==> config.mk <==
export PLATFORM = sky130hd
export DESIGN_NAME = spike_winner_decoder_flat
export DESIGN_NICKNAME = d
export VERILOG_FILES = /design/src/rtl/spike_winner_decoder_pkg.sv /design/src/rtl/spike_winner_decoder_if.sv /design/src/rtl/spike_winner_decoder_counter_bank.sv /design/src/rtl/spike_winner_decoder.sv /design/src/flat_wrapper.sv
export SDC_FILE = /design/constraint.sdc
export NUM_CORES = 1
export LEC_CHECK = 0
export ABC_AREA = 1
export CORE_MARGIN = 3
export CORE_UTILIZATION = 35
export CTS_CLUSTER_SIZE = 25
export DETAILED_ROUTE_END_ITERATION = 16
export GPL_TIMING_DRIVEN = 0
export PLACE_DENSITY = 0.54
export SLEW_MARGIN = 40
export SYNTH_ARGS = -nofsm -noshare
export SYNTH_HDL_FRONTEND = slang
export SYNTH_SLANG_ARGS = --single-unit
==> constraint.sdc <==
create_clock -name clk -period 3 [get_ports clk]
set_input_delay 0.3 -clock clk [delete_from_list [all_inputs] [get_ports clk]]
set_output_delay 0.3 -clock clk [all_outputs]
set_load 0.01 [all_outputs]
==> src/rtl/spike_winner_decoder_pkg.sv <==
// Shared types and defaults for the output-side spike decoder.
//   state_e       : decoder FSM states
//   DEF_*         : default parameter values
//   idx_width()   : width of a neuron index for N neurons
package spike_winner_decoder_pkg;

    typedef enum logic [1:0] {
        IDLE,
        ACCUM,
        SCAN,
        HOLDS
    } state_e;

    localparam int unsigned DEF_N      = 8;
    localparam int unsigned DEF_CW     = 8;
    localparam int unsigned DEF_TU_MAX = 500;
    localparam int unsigned DEF_HOLD   = 50000;

    function automatic int unsigned idx_width(input int unsigned n);
        return (n <= 2) ? 1 : $clog2(n);
    endfunction

endpackage

==> src/rtl/spike_winner_decoder_if.sv <==
// Handshake/result bundle between the SNN core side and the winner decoder.
//   master : img_start, tu_incre, ops out; busy, win_valid, win_idx, win_count,
//            tie, led_class in (core / host side)
//   slave  : the decoder itself
interface spike_winner_decoder_if
    import spike_winner_decoder_pkg::*;
#(
    parameter int unsigned N  = DEF_N,
    parameter int unsigned CW = DEF_CW
) ();
    localparam int unsigned IW = idx_width(N);

    logic          img_start;
    logic          tu_incre;
    logic [N-1:0]  ops;
    logic          busy;
    logic          win_valid;
    logic [IW-1:0] win_idx;
    logic [CW-1:0] win_count;
    logic          tie;
    logic [N-1:0]  led_class;

    modport master (
        output img_start, tu_incre, ops,
        input  busy, win_valid, win_idx, win_count, tie, led_class
    );

    modport slave (
        input  img_start, tu_incre, ops,
        output busy, win_valid, win_idx, win_count, tie, led_class
    );
endinterface

==> src/rtl/spike_winner_decoder_counter_bank.sv <==
// N independent saturating spike counters.
//   clk, rst  : clock, asynchronous active-low reset
//   clr_i     : synchronous clear of every counter (wins over en_i)
//   en_i      : count enable for this cycle
//   inc_i     : per-neuron increment request
//   counts_o  : flat counter values, neuron i at [i*CW +: CW]
module spike_winner_decoder_counter_bank
    import spike_winner_decoder_pkg::*;
#(
    parameter int unsigned N  = DEF_N,
    parameter int unsigned CW = DEF_CW
) (
    input  logic            clk,
    input  logic            rst,
    input  logic            clr_i,
    input  logic            en_i,
    input  logic [N-1:0]    inc_i,
    output logic [N*CW-1:0] counts_o
);
    logic [N-1:0][CW-1:0] cnt_q;

    always_ff @(posedge clk or negedge rst) begin
        if (!rst) begin
            cnt_q <= '0;
        end else if (clr_i) begin
            cnt_q <= '0;
        end else if (en_i) begin
            for (int unsigned i = 0; i < N; i++) begin
                // Hold at all-ones instead of wrapping.
                if (inc_i[i] && (cnt_q[i] != '1)) begin
                    cnt_q[i] <= cnt_q[i] + CW'(1);
                end
            end
        end
    end

    assign counts_o = cnt_q;

endmodule

==> src/rtl/spike_winner_decoder.sv <==
// Output-side decoder: counts spikes per output neuron over TU_MAX time units,
// then scans the counters one per cycle to find the winner, strobes the result
// and holds a one-hot LED pattern for HOLD cycles.
//   clk, rst  : clock, asynchronous active-low reset
//   bus.slave : img_start, tu_incre, ops in;
//               busy, win_valid, win_idx, win_count, tie, led_class out
module spike_winner_decoder
    import spike_winner_decoder_pkg::*;
#(
    parameter int unsigned N      = DEF_N,
    parameter int unsigned CW     = DEF_CW,
    parameter int unsigned TU_MAX = DEF_TU_MAX,
    parameter int unsigned HOLD   = DEF_HOLD
) (
    input logic                   clk,
    input logic                   rst,
    spike_winner_decoder_if.slave bus
);
    localparam int unsigned IW = idx_width(N);

    state_e               state_q, state_d;
    logic [15:0]          tu_cnt_q;
    logic [23:0]          hold_cnt_q;
    logic [IW-1:0]        scan_i_q;
    logic [CW-1:0]        best_q;
    logic [IW-1:0]        bidx_q;
    logic                 btie_q;

    logic                 win_valid_q;
    logic [IW-1:0]        win_idx_q;
    logic [CW-1:0]        win_count_q;
    logic                 tie_q;
    logic [N-1:0]         led_q;

    logic [N*CW-1:0]      counts_flat;
    logic [N-1:0][CW-1:0] counts;
    logic [CW-1:0]        cur;
    logic [CW-1:0]        cand_best;
    logic [IW-1:0]        cand_idx;
    logic                 cand_tie;

    logic                 tu_last, scan_last, hold_last;
    logic                 busy_d, acc_en;

    spike_winner_decoder_counter_bank #(
        .N  (N),
        .CW (CW)
    ) u_bank (
        .clk      (clk),
        .rst      (rst),
        .clr_i    (bus.img_start),
        .en_i     (acc_en),
        .inc_i    (bus.ops),
        .counts_o (counts_flat)
    );

    assign counts    = counts_flat;
    assign cur       = counts[scan_i_q];
    assign tu_last   = bus.tu_incre && (tu_cnt_q == 16'(TU_MAX - 1));
    assign scan_last = (scan_i_q == IW'(N - 1));
    assign hold_last = (hold_cnt_q == 24'(HOLD - 1));

    // State register
    always_ff @(posedge clk or negedge rst) begin
        if (!rst) begin
            state_q <= IDLE;
        end else begin
            state_q <= state_d;
        end
    end

    // Next-state logic; img_start restarts from any state.
    always_comb begin
        state_d = state_q;
        if (bus.img_start) begin
            state_d = ACCUM;
        end else begin
            case (state_q)
                IDLE:    state_d = IDLE;
                ACCUM:   if (tu_last)   state_d = SCAN;
                SCAN:    if (scan_last) state_d = HOLDS;
                HOLDS:   if (hold_last) state_d = IDLE;
                default: state_d = IDLE;
            endcase
        end
    end

    // FSM outputs
    always_comb begin
        busy_d = 1'b0;
        acc_en = 1'b0;
        case (state_q)
            ACCUM: begin
                busy_d = 1'b1;
                acc_en = bus.tu_incre;
            end
            SCAN:    busy_d = 1'b1;
            default: ;
        endcase
    end

    // One argmax step: the value the running best/idx/tie takes after this
    // neuron. Strict '>' keeps the lowest index on equal counts.
    always_comb begin
        cand_best = best_q;
        cand_idx  = bidx_q;
        cand_tie  = btie_q;
        if (scan_i_q == '0) begin
            cand_best = cur;
            cand_idx  = '0;
            cand_tie  = 1'b0;
        end else if (cur > best_q) begin
            cand_best = cur;
            cand_idx  = scan_i_q;
            cand_tie  = 1'b0;
        end else if (cur == best_q) begin
            cand_tie  = 1'b1;
        end
    end

    // Datapath registers
    always_ff @(posedge clk or negedge rst) begin
        if (!rst) begin
            tu_cnt_q    <= '0;
            hold_cnt_q  <= '0;
            scan_i_q    <= '0;
            best_q      <= '0;
            bidx_q      <= '0;
            btie_q      <= 1'b0;
            win_valid_q <= 1'b0;
            win_idx_q   <= '0;
            win_count_q <= '0;
            tie_q       <= 1'b0;
            led_q       <= '0;
        end else begin
            win_valid_q <= 1'b0;
            if (bus.img_start) begin
                // Result registers are deliberately left alone here.
                tu_cnt_q <= '0;
                led_q    <= '0;
            end else begin
                case (state_q)
                    ACCUM: begin
                        if (bus.tu_incre) begin
                            tu_cnt_q <= tu_cnt_q + 16'd1;
                            scan_i_q <= '0;
                        end
                    end
                    SCAN: begin
                        best_q   <= cand_best;
                        bidx_q   <= cand_idx;
                        btie_q   <= cand_tie;
                        scan_i_q <= scan_i_q + IW'(1);
                        if (scan_last) begin
                            win_valid_q <= 1'b1;
                            win_idx_q   <= cand_idx;
                            win_count_q <= cand_best;
                            tie_q       <= cand_tie;
                            led_q       <= N'(1) << cand_idx;
                            hold_cnt_q  <= '0;
                        end
                    end
                    HOLDS: begin
                        hold_cnt_q <= hold_cnt_q + 24'd1;
                        if (hold_last) begin
                            led_q <= '0;
                        end
                    end
                    default: ;
                endcase
            end
        end
    end

    assign bus.busy      = busy_d;
    assign bus.win_valid = win_valid_q;
    assign bus.win_idx   = win_idx_q;
    assign bus.win_count = win_count_q;
    assign bus.tie       = tie_q;
    assign bus.led_class = led_q;

endmodule
==> src/flat_wrapper.sv <==
// flat-port wrapper written by rule: the top's interface ports become plain ports
module spike_winner_decoder_flat import spike_winner_decoder_pkg::*;
#(
    parameter int unsigned N      = DEF_N,
    parameter int unsigned CW     = DEF_CW,
    parameter int unsigned TU_MAX = DEF_TU_MAX,
    parameter int unsigned HOLD   = DEF_HOLD
)
  (clk, rst, bus_img_start, bus_tu_incre, bus_ops, bus_busy, bus_win_valid, bus_win_idx, bus_win_count, bus_tie, bus_led_class);
  spike_winner_decoder_if #(.N(N), .CW(CW)) bus_i ();
  input logic clk;
  input logic rst;
  input wire logic [$bits(bus_i.img_start)-1:0] bus_img_start;
  input wire logic [$bits(bus_i.tu_incre)-1:0] bus_tu_incre;
  input wire logic [$bits(bus_i.ops)-1:0] bus_ops;
  output wire logic [$bits(bus_i.busy)-1:0] bus_busy;
  output wire logic [$bits(bus_i.win_valid)-1:0] bus_win_valid;
  output wire logic [$bits(bus_i.win_idx)-1:0] bus_win_idx;
  output wire logic [$bits(bus_i.win_count)-1:0] bus_win_count;
  output wire logic [$bits(bus_i.tie)-1:0] bus_tie;
  output wire logic [$bits(bus_i.led_class)-1:0] bus_led_class;
  assign bus_i.img_start = bus_img_start;
  assign bus_i.tu_incre = bus_tu_incre;
  assign bus_i.ops = bus_ops;
  assign bus_busy = bus_i.busy;
  assign bus_win_valid = bus_i.win_valid;
  assign bus_win_idx = bus_i.win_idx;
  assign bus_win_count = bus_i.win_count;
  assign bus_tie = bus_i.tie;
  assign bus_led_class = bus_i.led_class;
  spike_winner_decoder #(.N(N), .CW(CW), .TU_MAX(TU_MAX), .HOLD(HOLD)) u_core (.clk(clk), .rst(rst), .bus(bus_i));
endmodule
# [Word level (Yosys, flattened, before mapping)]
# Index checks and enable logic that the tools add are counted.
[word_totals] regBits=142 inputBits=12 output_inout_bits=22
[classes] addsub=11 n_lt_le_gt_ge=2 eq_ne=20 shift=1 muxes=40 n_bitwise=1 reduce_logical=41
[op_table] op="64-bit 2-to-1 mux" count=2
[op_table] op="8-bit 2-to-1 mux" count=14
[op_table] op="8-bit by 1-bit adder with 8-bit output (second input constant)" count=8
[op_table] op="8-bit inequality test (second input constant)" count=8
[op_table] op="16-bit 2-to-1 mux" count=3
[op_table] op="24-bit case mux with 2 select lines" count=1
[op_table] op="2-bit nonzero test" count=13
[op_table] op="24-bit by 1-bit adder with 24-bit output (second input constant)" count=1
[op_table] op="8-bit binary-select mux with 3-bit select" count=1
[op_table] op="24-bit by 16-bit equality test with 1-bit output (second input constant)" count=1
[op_table] op="24-bit 2-to-1 mux" count=1
[op_table] op="2-bit AND reduction" count=10
[op_table] op="16-bit by 1-bit adder with 16-bit output (second input constant)" count=1
[op_table] op="16-bit by 9-bit equality test with 1-bit output (second input constant)" count=1
[op_table] op="8-bit case mux with 2 select lines" count=1
[op_table] op="3-bit AND reduction" count=5
[op_table] op="1-bit logical AND" count=9
[op_table] op="3-bit 2-to-1 mux" count=3
[op_table] op="3-bit by 2-bit inequality test with 1-bit output (second input constant)" count=3
[op_table] op="8-bit equality test" count=1
[op_table] op="8-bit > comparator" count=1
[op_table] op="1-bit 2-to-1 mux" count=8
[op_table] op="2-bit 2-to-1 mux" count=4
[op_table] op="2-bit case mux with 4 select lines" count=1
[op_table] op="other kinds (14)" count=15

# [Depth between registers and ports, before layout]
[logic_depth] ltp_word=9 mapped_depth=21 depth_no_buf=20

# [Hierarchy]
# From an unflattened synthesis, not the netlist that was laid out.
[unflattened] hier_cells=1227 area_unflattened_um2=8743.4
[modules_own_cells] module="spike_winner_decoder" instances=1 cells_each=655 area_each_um2=4738.3
[modules_own_cells] module="spike_winner_decoder_counter_bank" instances=1 cells_each=572 area_each_um2=4005.1

# [Worst setup path after synthesis]
# OpenSTA, ideal clock, no wires.
[synth_path] path_type="register to register" start="register u_core.scan_i_q[1]" end="register u_core.best_q[0]" setup_time_ps=131 arrival_ps=2447 slack_ps=422 stages_incl_launch_ff=17 synth_period_minus_slack_ps=2578 cell_sequence="dfrtp_1 inv_2 clkbuf_1 a21oi_1 o21ai_0 nand2_1 o21ai_0 inv_1 ha_1 nand2_1 nor2_1 nand4_1 nand2_2 nand2_1 buf_2 o21ai_1 o21ai_0"
[synth_via] elab_chain_len=5 word_cells_on_any_way=6
[synth_lines] item="from (decl)" line_no="spike_winner_decoder.sv:24" source="logic [IW-1:0] scan_i_q;"
[synth_lines] item="from (signal assigned)" line_no="spike_winner_decoder.sv:153" source="scan_i_q <= scan_i_q + IW'(1);"
[synth_lines] item="8-bit binary-select mux with 3-bit select" line_no="spike_winner_decoder.sv:58" source="assign cur = counts[scan_i_q];"
[synth_lines] item="8-bit 2-to-1 mux (not written as such)" line_no="spike_winner_decoder.sv:58"
[synth_lines] item="8-bit > comparator" line_no="spike_winner_decoder.sv:112" source="end else if (cur > best_q) begin"
[synth_lines] item="8-bit 2-to-1 mux" line_no="spike_winner_decoder.sv:112"
[synth_lines] item="8-bit 2-to-1 mux *" line_no="spike_winner_decoder.sv:108" source="if (scan_i_q == '0) begin"
[synth_lines] item="to (signal assigned)" line_no="spike_winner_decoder.sv:150" source="best_q <= cand_best;"
[synth_lines] item="to (decl)" line_no="spike_winner_decoder.sv:25" source="logic [CW-1:0] best_q;"
# Every way passes the cells marked *; elsewhere a longest branch is shown, timed or not. The select of a mux whose other input is x is not followed.
# A chain may end at the register's enable or synchronous reset.

# [Final worst setup path]
[layout_path] start="register u_core.scan_i_q[0]" end="register u_core.win_count_q[7] (netlist: u_core.bus.win_count[7])"
[layout_via] elab_chain_len=5 word_cells_on_any_way=8
[layout_lines] item="8-bit binary-select mux with 3-bit select" line_no="spike_winner_decoder.sv:58"
[layout_lines] item="8-bit 2-to-1 mux (not written as such)" line_no="spike_winner_decoder.sv:58"
[layout_lines] item="8-bit > comparator" line_no="spike_winner_decoder.sv:112"
[layout_lines] item="8-bit 2-to-1 mux" line_no="spike_winner_decoder.sv:112"
[layout_lines] item="8-bit 2-to-1 mux" line_no="spike_winner_decoder.sv:108"
[layout_lines] item="to (signal assigned)" line_no="spike_winner_decoder.sv:157" source="win_count_q <= cand_best;"
[layout_lines] item="to (decl)" line_no="spike_winner_decoder.sv:31" source="logic [CW-1:0] win_count_q;"
# Parallel ways exist; a longest one is shown, timed or not. The select of a mux whose other input is x is not followed.

==> results.md <==
Run status:
- The flow ran to the end, and the final reports show no timing, DRC or antenna violations.

Synth:
- For this run, the number of Yosys warnings is 0.
- The mapped netlist covers 8150 um^2.
- The fraction of synthesized cell area taken by the top area cell type is between 40% and 50%.
- The average instance area after synthesis is about 7.4 um^2.
- The synthesized design contains about 140 register bits.
- The post-synthesis cell count is 1097.
- The count of distinct cell types in the synthesized netlist is 40.
- Ranked by total cell area, the synthesized netlist is headed by sky130_fd_sc_hd__dfrtp_1 44%, sky130_fd_sc_hd__nand2_1 10%, sky130_fd_sc_hd__inv_1 6.9%.
- The share of the yosys chip area belonging to registers is a little over two fifths.
- Summed over all instances, the cell type with the most area after synthesis is sky130_fd_sc_hd__dfrtp_1.
- Synthesis produced a netlist with a net count of roughly 1100.

Pwr:
- The peak supply drop is 455 uV.
- The leakage power summed over all cells is ~4.3 nW.
- For this design the total switching power over the nets is a little under 3 mW.
- Combinational cells account for between 30% and 40% of the total power.
- The net switching share of the total power is slightly below 40%.
- The sequential group share of total power is roughly 33%.
- The portion of total power attributed to the clock network is between 20% and 30%.
- Cell internal power was estimated by the tool at approximately 4.5 mW.
- The power per standard cell area is roughly 760 nW/um^2.

GRT:
- The combined global-route utilization of all metal layers is a little under a fifth.
- The aggregate global routing overflow is 0.
- The number of antenna violations at the first check in global routing is 0.
- The first global-routing pass estimated around 36 mm of wire.
- The number of global-route vias before repair is between 7000 and 8000.
- Entering global routing, the biggest net connects just under 70 pins.

Critical path:
- The critical path's top delay family is simple AND/OR/NAND/NOR gates.
- The number of buffers and inverters on the critical path is 4.
- The critical path in this run is classified as reg2reg.
- Data arrives at the worst endpoint at roughly 3100 ps.
- STA classifies the critical path endpoint as a flip-flop.
- In this design, the stage delay of the slowest critical-path cell is about 430 ps.
- On the critical path, the stage with the largest delay is an instance of sky130_fd_sc_hd__dfrtp_1.
- Walking the worst path, the cells encountered are buf_6 -> clkbuf_4 -> o211ai_1 -> nand3_1 -> o21ai_2 -> inv_1 -> ha_1 -> nand2_1 -> nor2_2 -> nand4_1 -> nand2_2 -> nand2_4 -> buf_6 -> o21ai_1 -> o21ai_1.
- The required time at the endpoint of the critical path is ~3300 ps.
- Along the worst path, the maximum fanout reaches 10.
- STA classifies the critical path startpoint as a flip-flop.

STA:
- The final-report hold violation count is 0.
- The clock period minus final worst setup slack is around 2800 ps.
- The transition time at the pin with the least slew margin is approximately 780 ps.
- The worst clock skew is about 8.4 ps.
- In this run the tightest slew margin relative to its limit is roughly 48%.
- The worst-case hold slack is 271 ps.
- The number of max-slew violations in the final report is 0.
- In the post-route analysis, the smallest setup slack over all paths is approximately 160 ps.
- Setup repair after global routing could not meet its margin everywhere.
- The highest clock rate is between 300 and 400 MHz.
- The final number of setup-violating endpoints is 0.
- Dividing the final minimum period by the clock period gives between 90% and 100%.

Finish:
- The area used by multi-input combinational logic is roughly 4000 um^2.
- The share of layout cells above drive strength 1 is under 10%.
- The filler cell count in the final layout is 2332.
- The number of nets in the finished design is 1189.
- The area taken by flip-flops and latches is 3550 um^2.
- 0 antenna diodes ended up in the layout.
- Compared with the post-synthesis result, the final layout area differs by 19.3%.
- The design area is 9730 um^2.
- Leaving out fill and tap cells, the most frequent cells in the layout are 223 x sky130_fd_sc_hd__nand2_1, 148 x sky130_fd_sc_hd__inv_1, 141 x sky130_fd_sc_hd__dfrtp_1.
- The most common cell after layout, fill and taps aside is sky130_fd_sc_hd__nand2_1.

Drt:
- The via count is ~7400.
- For this run, the detailed router's first-pass iteration total came to 5.
- The wire length reported by the detailed router is approximately 22 mm.
- The ratio of routed vias to standard cells is approximately 5.0.
- The initial DRC count is between 500 and 600.
- The detail route stage leaves a number of antenna-violating nets equal to 0.
- Dividing the detail-routed wire length by the instance count gives around 15 um.
- In the routed design, unresolved DRC markers number 0.

Clock network:
- The maximum buffer depth of the clock tree is 2.
- Clock tree synthesis found a total of ~140 sinks.
- Clock-pin slew was measured on the worst setup and hold paths at about 60 ps.
- TritonCTS built the clock tree.
- Clock tree synthesis inserted a total of 17 buffers.
- The H-tree generated during clock tree synthesis spans 4 levels.
- The insertion delay of the later-clocked pin in the worst-skew pair is ~420 ps.
- CTS placed an instance of sky130_fd_sc_hd__clkbuf_16 at the clock tree root.

Floorplanning:
- The floorplan step defined a die boundary enclosing roughly 25000 um^2.
- The total core area is around 23000 um^2.
- From left edge to right edge, the die measures 159 um.
- The die is about 160 um tall.
- For this design the top-level I/O count stands at 34.
- Once the floorplan was initialized, standard cells occupied between 30 and 40% of the core.
- The floorplan has 55 rows.

Place:
- The wire-length estimate of the detail-placed layout is 15.7 mm.
- The instance area after placement is ~9000 um^2.
- Routability-driven placement finished with a final weighted congestion of around 0.85.
- The post-placement worst setup slack is -477 ps.
- The number of buffer cells added on primary ports is 33.

Run:
- Across the run, the number of max-cap violations was 0.

Min path:
- The path category of the worst min-delay check is in2async.
## routing by layer
layer | part of all wire, % | track usage (%)
met5 | 0 | 0
met4 | 1.1 | 4.59
met3 | 4.6 | 2.99
met2 | 43 | 27.8
met1 | 51 | 26.7
## power groups by stage
stage,Sequential [mW],Clock [mW],Combinational [mW]
3_5_place_dp,2.43,0,2.36
4_1_cts,2.40,2.26,2.54
2_1_floorplan,2.40,0,1.63
6_report,2.41,2.20,2.82
5_1_grt,2.45,2.34,3.19
3_3_place_gp,2.43,0,2.34
## worst paths after layout
path | to | start | slack (ps) | cells after the start
max reg2reg | u_core.bus.win_count[7] | u_core.scan_i_q[0] | 160 | 15
max in group asynchronous | u_core.u_bank.counts_o[50] | rst | 2170 | 3
min in group clk | u_core.tu_cnt_q[7] | u_core.tu_cnt_q[7] | 470 | 1
max | u_core.bus.win_count[7] | u_core.scan_i_q[0] | 160 | 15
min | u_core.hold_cnt_q[13] | rst | 270 | 2
min reg2reg | u_core.tu_cnt_q[7] | u_core.tu_cnt_q[7] | 470 | 1
## area by class of cell
cell class                      instances  area share (%)
Sequential cell                       142            36.5
Buffer                                 30            1.62
Multi-Input combinational cell        768            41.3
Clock inverter                         12            1.63
Inverter                              155            5.98
Timing Repair Buffer                   39            4.35
Clock buffer                           20            4.59
Tap cell                              313            4.03
## through the flow
step	setup TNS (ps)	cells	utilization, %	total power [mW]
after floorplan	0	1097	-	4.03
after global placement	-652660	1443	39.0	4.77
after detailed placement	-8450	1445	39.2	4.80
after CTS	-1.58	1480	42.2	7.20
after global routing	-76.8	1479	42.7	7.99
final	0	1479	42.7	7.43
## state kept, by name, summed over array words and instances (netlist names)
register,cells
u_core.bus.win_idx,3
u_core.tu_cnt_q,16
u_core.state_q,2
u_core.bus.win_valid,1
u_core.bus.win_count,8
u_core.hold_cnt_q,24
u_core.scan_i_q,3
u_core.bidx_q,3
u_core.bus.led_class,8
u_core.bus.tie,1
u_core.best_q,8
u_core.u_bank.counts_o,64
u_core.btie_q,1
## timing repair
item / CTS / global route
buffers inserted: 3 / 0
hold endpoints to repair: 142 / 0
pin swaps: 2 / 12
hold buffers: 1 / 0
gates resized for setup: 24 / 50
endpoints found under the setup margin: 30 / 30
## cells in the mapped netlist
| cell | instances |
|---|---|
| sky130_fd_sc_hd__a31oi_1 | 2 |
| sky130_fd_sc_hd__a21oi_1 | 74 |
| sky130_fd_sc_hd__clkbuf_1 | 24 |
| sky130_fd_sc_hd__nor3b_1 | 2 |
| sky130_fd_sc_hd__nor3_2 | 2 |
| sky130_fd_sc_hd__nand4_2 | 1 |
| sky130_fd_sc_hd__o21ai_1 | 40 |
| sky130_fd_sc_hd__nor2_2 | 1 |
| sky130_fd_sc_hd__o211ai_1 | 9 |
| sky130_fd_sc_hd__buf_1 | 2 |
| sky130_fd_sc_hd__nand2_1 | 226 |
| sky130_fd_sc_hd__a21oi_2 | 1 |
| sky130_fd_sc_hd__a22oi_1 | 1 |
| sky130_fd_sc_hd__nor4_1 | 5 |
| sky130_fd_sc_hd__or2_2 | 4 |
| sky130_fd_sc_hd__o21bai_1 | 1 |
| sky130_fd_sc_hd__o21a_1 | 5 |
| sky130_fd_sc_hd__dfrtp_1 | 142 |
| sky130_fd_sc_hd__a22o_1 | 2 |
| sky130_fd_sc_hd__nor2_4 | 2 |
| sky130_fd_sc_hd__xor2_1 | 15 |
| sky130_fd_sc_hd__nand2_2 | 5 |
| sky130_fd_sc_hd__and3_1 | 1 |
| sky130_fd_sc_hd__nand3_1 | 90 |
| sky130_fd_sc_hd__nand2_4 | 1 |
| sky130_fd_sc_hd__o21ai_0 | 99 |
| sky130_fd_sc_hd__nor2_1 | 83 |
| sky130_fd_sc_hd__nand4_1 | 30 |
| sky130_fd_sc_hd__buf_2 | 6 |
| sky130_fd_sc_hd__nor3_1 | 30 |
| sky130_fd_sc_hd__ha_1 | 24 |
| sky130_fd_sc_hd__nand3_2 | 1 |
| sky130_fd_sc_hd__o31ai_1 | 6 |
| sky130_fd_sc_hd__nor3_4 | 1 |
| sky130_fd_sc_hd__inv_1 | 149 |
| sky130_fd_sc_hd__a211oi_1 | 1 |
| sky130_fd_sc_hd__inv_2 | 6 |
| sky130_fd_sc_hd__a21o_1 | 1 |
| sky130_fd_sc_hd__o211ai_2 | 1 |
| sky130_fd_sc_hd__o22ai_1 | 1 |
## cells by family after synthesis
family | synth area share (%)
simple gates | 26.4
flops | 43.6
compound gates | 16.0
xor+xnor | 1.61
fa+ha+maj | 3.68
buf+inv | 8.70
Power figures use the tool's default switching activity.
